### src/rtl/sync_fifo_pkg.sv
// Shared defaults and count-update encoding for the single-clock FIFO.
package sync_fifo_pkg;

    localparam int unsigned DEF_ADDR_WIDTH = 4;
    localparam int unsigned DEF_DATA_WIDTH = 16;
    localparam int unsigned DEF_DEPTH      = 16;
    localparam int unsigned DEF_AEMPTY     = 3;
    localparam int unsigned DEF_AFULL      = 3;

    typedef enum logic [1:0] {
        CNT_HOLD,
        CNT_INC,
        CNT_DEC
    } cnt_op_e;

    // Simultaneous read and write leaves occupancy unchanged.
    function automatic cnt_op_e cnt_op(input logic wr, input logic rd);
        cnt_op_e op;
        op = CNT_HOLD;
        if (wr && !rd) op = CNT_INC;
        if (rd && !wr) op = CNT_DEC;
        return op;
    endfunction

endpackage

### src/rtl/sync_fifo_mem.sv
// DEPTH x DATA_WIDTH dual-port RAM: synchronous write, registered read port.
module sync_fifo_mem
    import sync_fifo_pkg::*;
#(
    parameter int unsigned ADDR_WIDTH = DEF_ADDR_WIDTH,
    parameter int unsigned DATA_WIDTH = DEF_DATA_WIDTH,
    parameter int unsigned DEPTH      = DEF_DEPTH
) (
    input  logic                  clk,
    input  logic                  reset,
    input  logic                  wr_en,
    input  logic [ADDR_WIDTH-1:0] wr_addr,
    input  logic [DATA_WIDTH-1:0] wr_data,
    input  logic                  rd_en,
    input  logic [ADDR_WIDTH-1:0] rd_addr,
    output logic [DATA_WIDTH-1:0] rd_data
);

    logic [DATA_WIDTH-1:0] mem_q [DEPTH];
    logic [DATA_WIDTH-1:0] rd_data_q;
    logic [DATA_WIDTH-1:0] rd_data_d;

    // Storage is deliberately left out of reset.
    always_ff @(posedge clk) begin
        if (wr_en) begin
            mem_q[wr_addr] <= wr_data;
        end
    end

    always_comb begin
        rd_data_d = rd_data_q;
        if (rd_en) begin
            rd_data_d = mem_q[rd_addr];
        end
    end

    always_ff @(posedge clk or posedge reset) begin
        if (reset) begin
            rd_data_q <= '0;
        end else begin
            rd_data_q <= rd_data_d;
        end
    end

    assign rd_data = rd_data_q;

endmodule

### src/rtl/sync_fifo.sv
// Single-clock FIFO: pointers, occupancy, status flags and handshakes.
// Define SYNC_FIFO_FLUSH_EN to make the flush input clear pointers and count.
module sync_fifo
    import sync_fifo_pkg::*;
#(
    parameter int unsigned ADDR_WIDTH = DEF_ADDR_WIDTH,
    parameter int unsigned DATA_WIDTH = DEF_DATA_WIDTH,
    parameter int unsigned DEPTH      = DEF_DEPTH,
    parameter int unsigned AEMPTY     = DEF_AEMPTY,
    parameter int unsigned AFULL      = DEF_AFULL
) (
    input  logic                  clk,
    input  logic                  reset,
    input  logic                  flush,
    input  logic                  wdata_valid,
    input  logic [DATA_WIDTH-1:0] write_data,
    output logic                  write_ack,
    input  logic                  read_req,
    output logic [DATA_WIDTH-1:0] read_data,
    output logic                  rdata_valid,
    output logic                  fifo_full,
    output logic                  fifo_afull,
    output logic                  fifo_empty,
    output logic                  fifo_aempty
);

    localparam int unsigned CNT_W = ADDR_WIDTH + 1;

    logic [ADDR_WIDTH-1:0] wr_ptr_q, wr_ptr_d;
    logic [ADDR_WIDTH-1:0] rd_ptr_q, rd_ptr_d;
    logic [CNT_W-1:0]      count_q, count_d;
    logic                  write_ack_q, write_ack_d;
    logic                  rdata_valid_q, rdata_valid_d;
    logic                  flush_en;
    logic                  wr_en;
    logic                  rd_en;

`ifdef SYNC_FIFO_FLUSH_EN
    assign flush_en = flush;
`else
    logic unused_flush;
    assign unused_flush = flush;
    assign flush_en     = 1'b0;
`endif

    assign fifo_full   = (count_q == CNT_W'(DEPTH));
    assign fifo_empty  = (count_q == '0);
    assign fifo_afull  = (count_q >= CNT_W'(DEPTH - AFULL));
    assign fifo_aempty = (count_q <= CNT_W'(AEMPTY));

    // Flags come from the registered count, so a write while full is dropped
    // even when a read frees a slot on the same edge.
    assign wr_en = wdata_valid & ~fifo_full  & ~flush_en;
    assign rd_en = read_req    & ~fifo_empty & ~flush_en;

    always_comb begin
        wr_ptr_d      = wr_ptr_q;
        rd_ptr_d      = rd_ptr_q;
        count_d       = count_q;
        write_ack_d   = wr_en;
        rdata_valid_d = rd_en;

        if (wr_en) wr_ptr_d = wr_ptr_q + ADDR_WIDTH'(1);
        if (rd_en) rd_ptr_d = rd_ptr_q + ADDR_WIDTH'(1);

        unique case (cnt_op(wr_en, rd_en))
            CNT_INC: count_d = count_q + CNT_W'(1);
            CNT_DEC: count_d = count_q - CNT_W'(1);
            default: count_d = count_q;
        endcase

        if (flush_en) begin
            wr_ptr_d = '0;
            rd_ptr_d = '0;
            count_d  = '0;
        end
    end

    always_ff @(posedge clk or posedge reset) begin
        if (reset) begin
            wr_ptr_q      <= '0;
            rd_ptr_q      <= '0;
            count_q       <= '0;
            write_ack_q   <= 1'b0;
            rdata_valid_q <= 1'b0;
        end else begin
            wr_ptr_q      <= wr_ptr_d;
            rd_ptr_q      <= rd_ptr_d;
            count_q       <= count_d;
            write_ack_q   <= write_ack_d;
            rdata_valid_q <= rdata_valid_d;
        end
    end

    assign write_ack   = write_ack_q;
    assign rdata_valid = rdata_valid_q;

    sync_fifo_mem #(
        .ADDR_WIDTH (ADDR_WIDTH),
        .DATA_WIDTH (DATA_WIDTH),
        .DEPTH      (DEPTH)
    ) u_mem (
        .clk     (clk),
        .reset   (reset),
        .wr_en   (wr_en),
        .wr_addr (wr_ptr_q),
        .wr_data (write_data),
        .rd_en   (rd_en),
        .rd_addr (rd_ptr_q),
        .rd_data (read_data)
    );

endmodule

### config.mk
export PLATFORM = sky130hd
export DESIGN_NAME = sync_fifo
export DESIGN_NICKNAME = d
export VERILOG_FILES = /design/src/rtl/sync_fifo_pkg.sv /design/src/rtl/sync_fifo_mem.sv /design/src/rtl/sync_fifo.sv
export SDC_FILE = /design/constraint.sdc
export NUM_CORES = 1
export LEC_CHECK = 0
export CAP_MARGIN = 10
export CORE_ASPECT_RATIO = 1.25
export CORE_UTILIZATION = 54
export CTS_CLUSTER_DIAMETER = 200
export DETAILED_ROUTE_END_ITERATION = 10
export PLACE_DENSITY = 0.75
export SLEW_MARGIN = 10
export SYNTH_ARGS = -nofsm -noshare
export SYNTH_HDL_FRONTEND = slang
export SYNTH_HIERARCHICAL = 1
export SYNTH_SLANG_ARGS = --single-unit
### constraint.sdc
create_clock -name clk -period 2.95 [get_ports clk]
set_input_delay 0.885 -clock clk [delete_from_list [all_inputs] [get_ports clk]]
set_output_delay 0.885 -clock clk [all_outputs]
set_load 0.02 [all_outputs]
# Word-level counts from Yosys, hierarchy flattened
# Memories as Yosys holds them, arrays and structs flattened. A register that Yosys moved wholly into a read port is not among the register bits.
# Cells that the tools add are included.
# totals
inputBits,21
elab_cells,30
ramBits,256
register_bits,15
output_inout_bits,22
mem_count,1
# op_classes
n_reduce_logical,6
n_addsub,4
order_cmp,2
n_mux,5
eq_ne,3
bitwise_logic,4
# mem_list
name,depth,word_bits,read_ports,rd_ports_with_merged_regs,write_ports,line,source
u_mem.mem_q,16,16,1,1,1,sync_fifo_mem.sv:19,logic [DATA_WIDTH-1:0] mem_q [DEPTH];
# ops
op,n
5-bit one-hot mux with 2 select lines,1
4-bit by 1-bit adder with 4-bit output (second input constant),2
5-bit by 1-bit adder with 5-bit output (second input constant),1
5-bit equality test (second input constant),1
5-bit by 4-bit >= comparator with 1-bit output (second input constant),1
5-bit by 2-bit less-or-equal comparator with 1-bit output (second input constant),1
5-bit zero test,1
5-bit by 1-bit subtractor with 5-bit output (second input constant),1
1-bit 2-to-1 mux,3
1-bit AND,2
2-bit by 1-bit equality test with 1-bit output (second input constant),1
2-bit equality test (second input constant),1
1-bit logical AND,2
1-bit zero test,2
2-bit 2-to-1 mux,1
1-bit NOT,2
2-bit nonzero test,1

# Depth between registers and ports, before layout
# logic_depth
depth_word,9
ltp_mapped,9
mapped_depth_nobuf,9

# By module
# Netlist, hierarchy kept.
# modules_own_cells
module,area_per_inst_um2,instances,cells_each,seq_area_each_um2
sync_fifo_mem,10467.5,1,453,8087.8
sync_fifo,828.3,1,75,375.4

# Least setup slack after synthesis
# No wires, ideal clock.
# synth_timing
kind,input port to flip-flop
start,input port wdata_valid
end,"memory u_mem/mem_q[0][0] (netlist bit), enable pin"
required_time_ps,2541
path_slack_ps,-176
n_path_buf,0
setup_time_ps,409
cell_stages,4
t_arrival_ps,2717
cell_sequence,o31ai_4 -> inv_1 -> or3b_2 -> nor3_1
# synth_between
elab_chain_cells,3
# synth_rtl
element,line,source
start: declaration,sync_fifo.sv:15,"input logic wdata_valid,"
1-bit AND,sync_fifo.sv:53,assign wr_en = wdata_valid & ~fifo_full & ~flush_en;
net wr_en,sync_fifo.sv:35,logic wr_en;
1-bit 2-to-1 mux,sync_fifo_mem.sv:25,if (wr_en) begin
1-bit 2-to-1 mux (implied by the code),sync_fifo_mem.sv:26,mem_q[wr_addr] <= wr_data;
end: declaration,sync_fifo_mem.sv:19,
# The timed path passes the listed nets, and every way through them passes these cells.

# Worst setup path in the final report
# layout_timing
start,register count_q[2]
end,output port fifo_afull
# layout_between
elab_chain_cells,1
# layout_rtl
element,line,source
start: declaration,sync_fifo.sv:31,"logic [CNT_W-1:0] count_q, count_d;"
start signal: assignment,sync_fifo.sv:89,count_q <= count_d;
5-bit by 4-bit >= comparator with 1-bit output,sync_fifo.sv:48,assign fifo_afull = (count_q >= CNT_W'(DEPTH - AFULL));
end: declaration,sync_fifo.sv:22,"output logic fifo_afull,"
# Every way passes these cells.

==> metrics list <==
* Run status: complete, no violations
- In this run the vertical extent of the chip is 164 um.
- The number of clock buffers added by TritonCTS is 26.
- In this run the power spent charging and discharging nets is between 3 and 4 mW.
- 0 antenna diodes ended up in the layout.
- Combinational share of power: 30.3%
- In this run, post-CTS repair resized a total of 2 instances.
- Overflow left after global routing: 0
- In this run, synthesis produced a sequential element count of between 200 and 300.
- Area of the mapped netlist: between 10000 and 15000 um^2
* Post-detailed-route DRC marker count: 0
* Switching share of power: 30.5%
- TritonRoute pass-1 iters: 5
- Master of the slowest instance on the critical path: sky130_fd_sc_hd__clkdlybuf4s50_1
* Wire length per cell: roughly 26 um
* Register area share after synthesis: 74.9%
- Pre-CTS setup slack: -0.0324 ns
* Fmax: about 350 MHz
- Share of power burned in the clock network: 25.7%
- In this run the post-CTS setup repair buffer count came out at 0.
- Transition time at the pin with the least slew margin: 1.04 ns
- The min-delay analysis places its worst path in the category reg -> reg.
- The clock passes through at most 3 buffers.
* Count of hold-fix buffers inserted at cts: 0
- Routability-driven placement finished with a final weighted congestion of 0.760.
* Share of total power in sequential cells: 44.1%
* Pwr/cell area: 958 nW/um^2
- Internal power comes to 8.73 mW.
* Yosys warnings: 6
* Shortest clock period the worst path allows after layout: 2.85 ns
* H-tree levels: 1
- Final Instance Count excl. Fillers: 898
* P_leak: 4.38 nW
- The clock arrives with 0.0205 ns of skew.
- Count of endpoints failing setup in the final report: 0
- The initial utilization of the core area, before any placement, comes to 55.6%.
* Data arrival time at the worst-slack endpoint: 1.96 ns
- The first routing iteration left 554 violations.
- Total chip power: 12.6 mW
* Critical path peak fanout: 8
- Number of antenna-violating nets in the routed design: 0
- CTS clk-pin slew, worst paths: 0.06 ns
- Final hold violation count: 0
- Measured along the x axis, the die boundary spans 131 um.
* Port buffer count: 41
- Die outline area: ~22000 um^2
- STA puts the critical path data required time at 2.07 ns.
- TritonCTS built the clock tree.
- Total Wirelength: 23.5 mm
* Avg Cell Area, Syn: roughly 21 um^2
* Mapped Nets: 556
- In the layout the commonest cells are 256 x sky130_fd_sc_hd__edfxtp_1, 55 x sky130_fd_sc_hd__mux4_2, 39 x sky130_fd_sc_hd__clkdlybuf4s50_1, 31 x sky130_fd_sc_hd__buf_4, 29 x sky130_fd_sc_hd__dfrtp_1.
- The critical path is of the reg -> out type.
- Insertion delay of the later-clocked pin in the worst-skew pair: 0.53 ns
- Number of primary I/O pins: 43
* Final-stage net count: between 600 and 700
- Max-cap violations: 0
- Core area: 20300 um^2
- Unrepaired setup endpoints after global routing: false
- Peak supply drop: approximately 0.54 mV
- Detailed-route vias per instance: 6.11
* Final critical-path share of the clock period: approximately 97%
- The floorplan has between 50 and 60 rows.
- The wire-length estimate of the detail-placed layout is 14.0 mm.
- The number of antenna violations at the first check in global routing came to 0.
- The number of global-route vias before repair was slightly below 6000.
- The library cell used most frequently in the layout, excluding fill and tap cells, is sky130_fd_sc_hd__edfxtp_1.
* Max stage delay on crit path: 0.61 ns
- Once layout is complete, the utilization of the core stands at 64.6%.
- The first global-routing pass estimated roughly 35 mm of wire.
- Setup slack after layout: about 0.10 ns
* Placed insts: 853
* Critical Path Source Type: register
- Root buffer selected by CTS: sky130_fd_sc_hd__clkbuf_16
- STA classifies the critical path endpoint as an output port.
* Worst max-slew margin expressed relative to the limit: 30.6%
* Via total after detailed routing: 5491
- Post-synthesis cell count: 528
* Sum of negative setup slack: 0 ns
- Number of different library cells in the post-synthesis netlist: 44
* Fraction of layout instances using a drive strength above 1: 27.4%
- Entering global routing, the biggest net connects 39 pins.
- The signal on the critical path passes through o211ai_1 > nand2_1 > clkdlybuf4s50_1.
* Overall routing resource usage: 22.7%
* Area delta synth->final: 16.1%
* Count of final max-slew check failures: 0
- Number of sinks handled by clock tree synthesis: 287
state kept, by name (all words and copies together), names as in the netlist:
register	flops
count_q	5
rd_ptr_q	4
rdata_valid	1
u_mem/mem_q	256
u_mem/rd_data	16
wr_ptr_q	4
write_ack	1
cell usage after synthesis, drive strengths merged:
cell type | instances | share of area, %
o211ai | 3 | 0.20
xor2 | 5 | 0.39
nor2 | 32 | 1.1
mux2 | 2 | 0.27
buf | 21 | 1.8
nand3 | 3 | 0.13
mux2i | 16 | 1.4
or2 | 2 | 0.11
or3b | 1 | 0.078
a21oi | 1 | 0.044
o31ai | 1 | 0.19
o311ai | 1 | 0.078
o21ai | 3 | 0.13
nand3b | 2 | 0.13
nor3 | 7 | 0.31
o22ai | 17 | 1.0
edfxtp | 256 | 68
and2 | 1 | 0.055
nand2 | 7 | 0.23
nor2b | 1 | 0.055
ha | 6 | 0.66
xnor2 | 4 | 0.31
fa | 1 | 0.18
inv | 8 | 0.27
clkbuf | 6 | 0.20
nor4b | 1 | 0.078
nand4 | 1 | 0.055
a21o | 1 | 0.066
or3 | 2 | 0.16
a211oi | 1 | 0.066
mux4 | 64 | 13
dfrtp | 31 | 6.9
nand2b | 3 | 0.17
a221oi | 16 | 2.0
o31a | 1 | 0.16
final cells by class:
type	count	area, um^2
clock buffers	32	694
clock inverters	13	115
fillers	1350	7200
inverters	8	30.0
multi-input cells	206	2630
flip-flops and latches	287	8470
well taps	270	338
repair buffers	82	841
per-layer routing:
metal  part of all wire, %  track usage (%)
met5                     0                0
met1                    39             29.6
met4                   2.7             8.72
met3                   7.2             3.40
met2                    51             39.0
worst paths after layout:
path,startpoint,endpoint,slack (ns),cells past startpoint
min in group asynchronous,reset,rdata_valid,0.80,2
hold / removal,wr_ptr_q[3],wr_ptr_q[3],0.53,1
max in group asynchronous,reset,u_mem/rd_data[12],1.51,2
hold reg to reg,wr_ptr_q[3],wr_ptr_q[3],0.53,1
setup reg to reg,count_q[3],count_q[4],0.31,9
setup / recovery,count_q[2],fifo_afull,0.10,3
power groups by stage:
stage	Sequential, mW	Combinational [mW]	Clock (mW)
after global placement	5.58	3.68	0
after detailed placement	5.62	3.83	0
after global routing	5.61	4.04	3.44
after floorplan	5.47	2.71	0
after CTS	5.55	3.85	3.28
final	5.54	3.81	3.22
kinds of logic after synthesis:
kind of cell	Yosys count	share of synthesized area (%)
buffers and inverters	35	2.23
AND/OR/NAND/NOR	63	2.63
flip-flops	287	74.9
multiplexers	82	14.7
AO/OA/AOI/OAI	45	3.94
XOR/XNOR	9	0.698
adder cells (fa/ha/maj)	7	0.842
worst max-delay path, delay by kind of cell, from the launching register on:
family | cells | cell delay (ns)
AOI/OAI and AO/OA | 1 | 0.17
and+or+nand+nor | 1 | 0.10
DFF | 1 | 0.57
buffers and inverters | 1 | 0.61
through the flow:
| step | hold WS (ns) | area, um^2 |
|---|---|---|
| 2_1_floorplan | 0.447 | 11300 |
| 3_3_place_gp | 0.505 | 12300 |
| 3_5_place_dp | 0.520 | 12300 |
| 4_1_cts | 0.529 | 13100 |
| 5_1_grt | 0.558 | 13100 |
| 6_report | 0.533 | 13100 |
No activity file was read; power rests on OpenSTA's default activity.
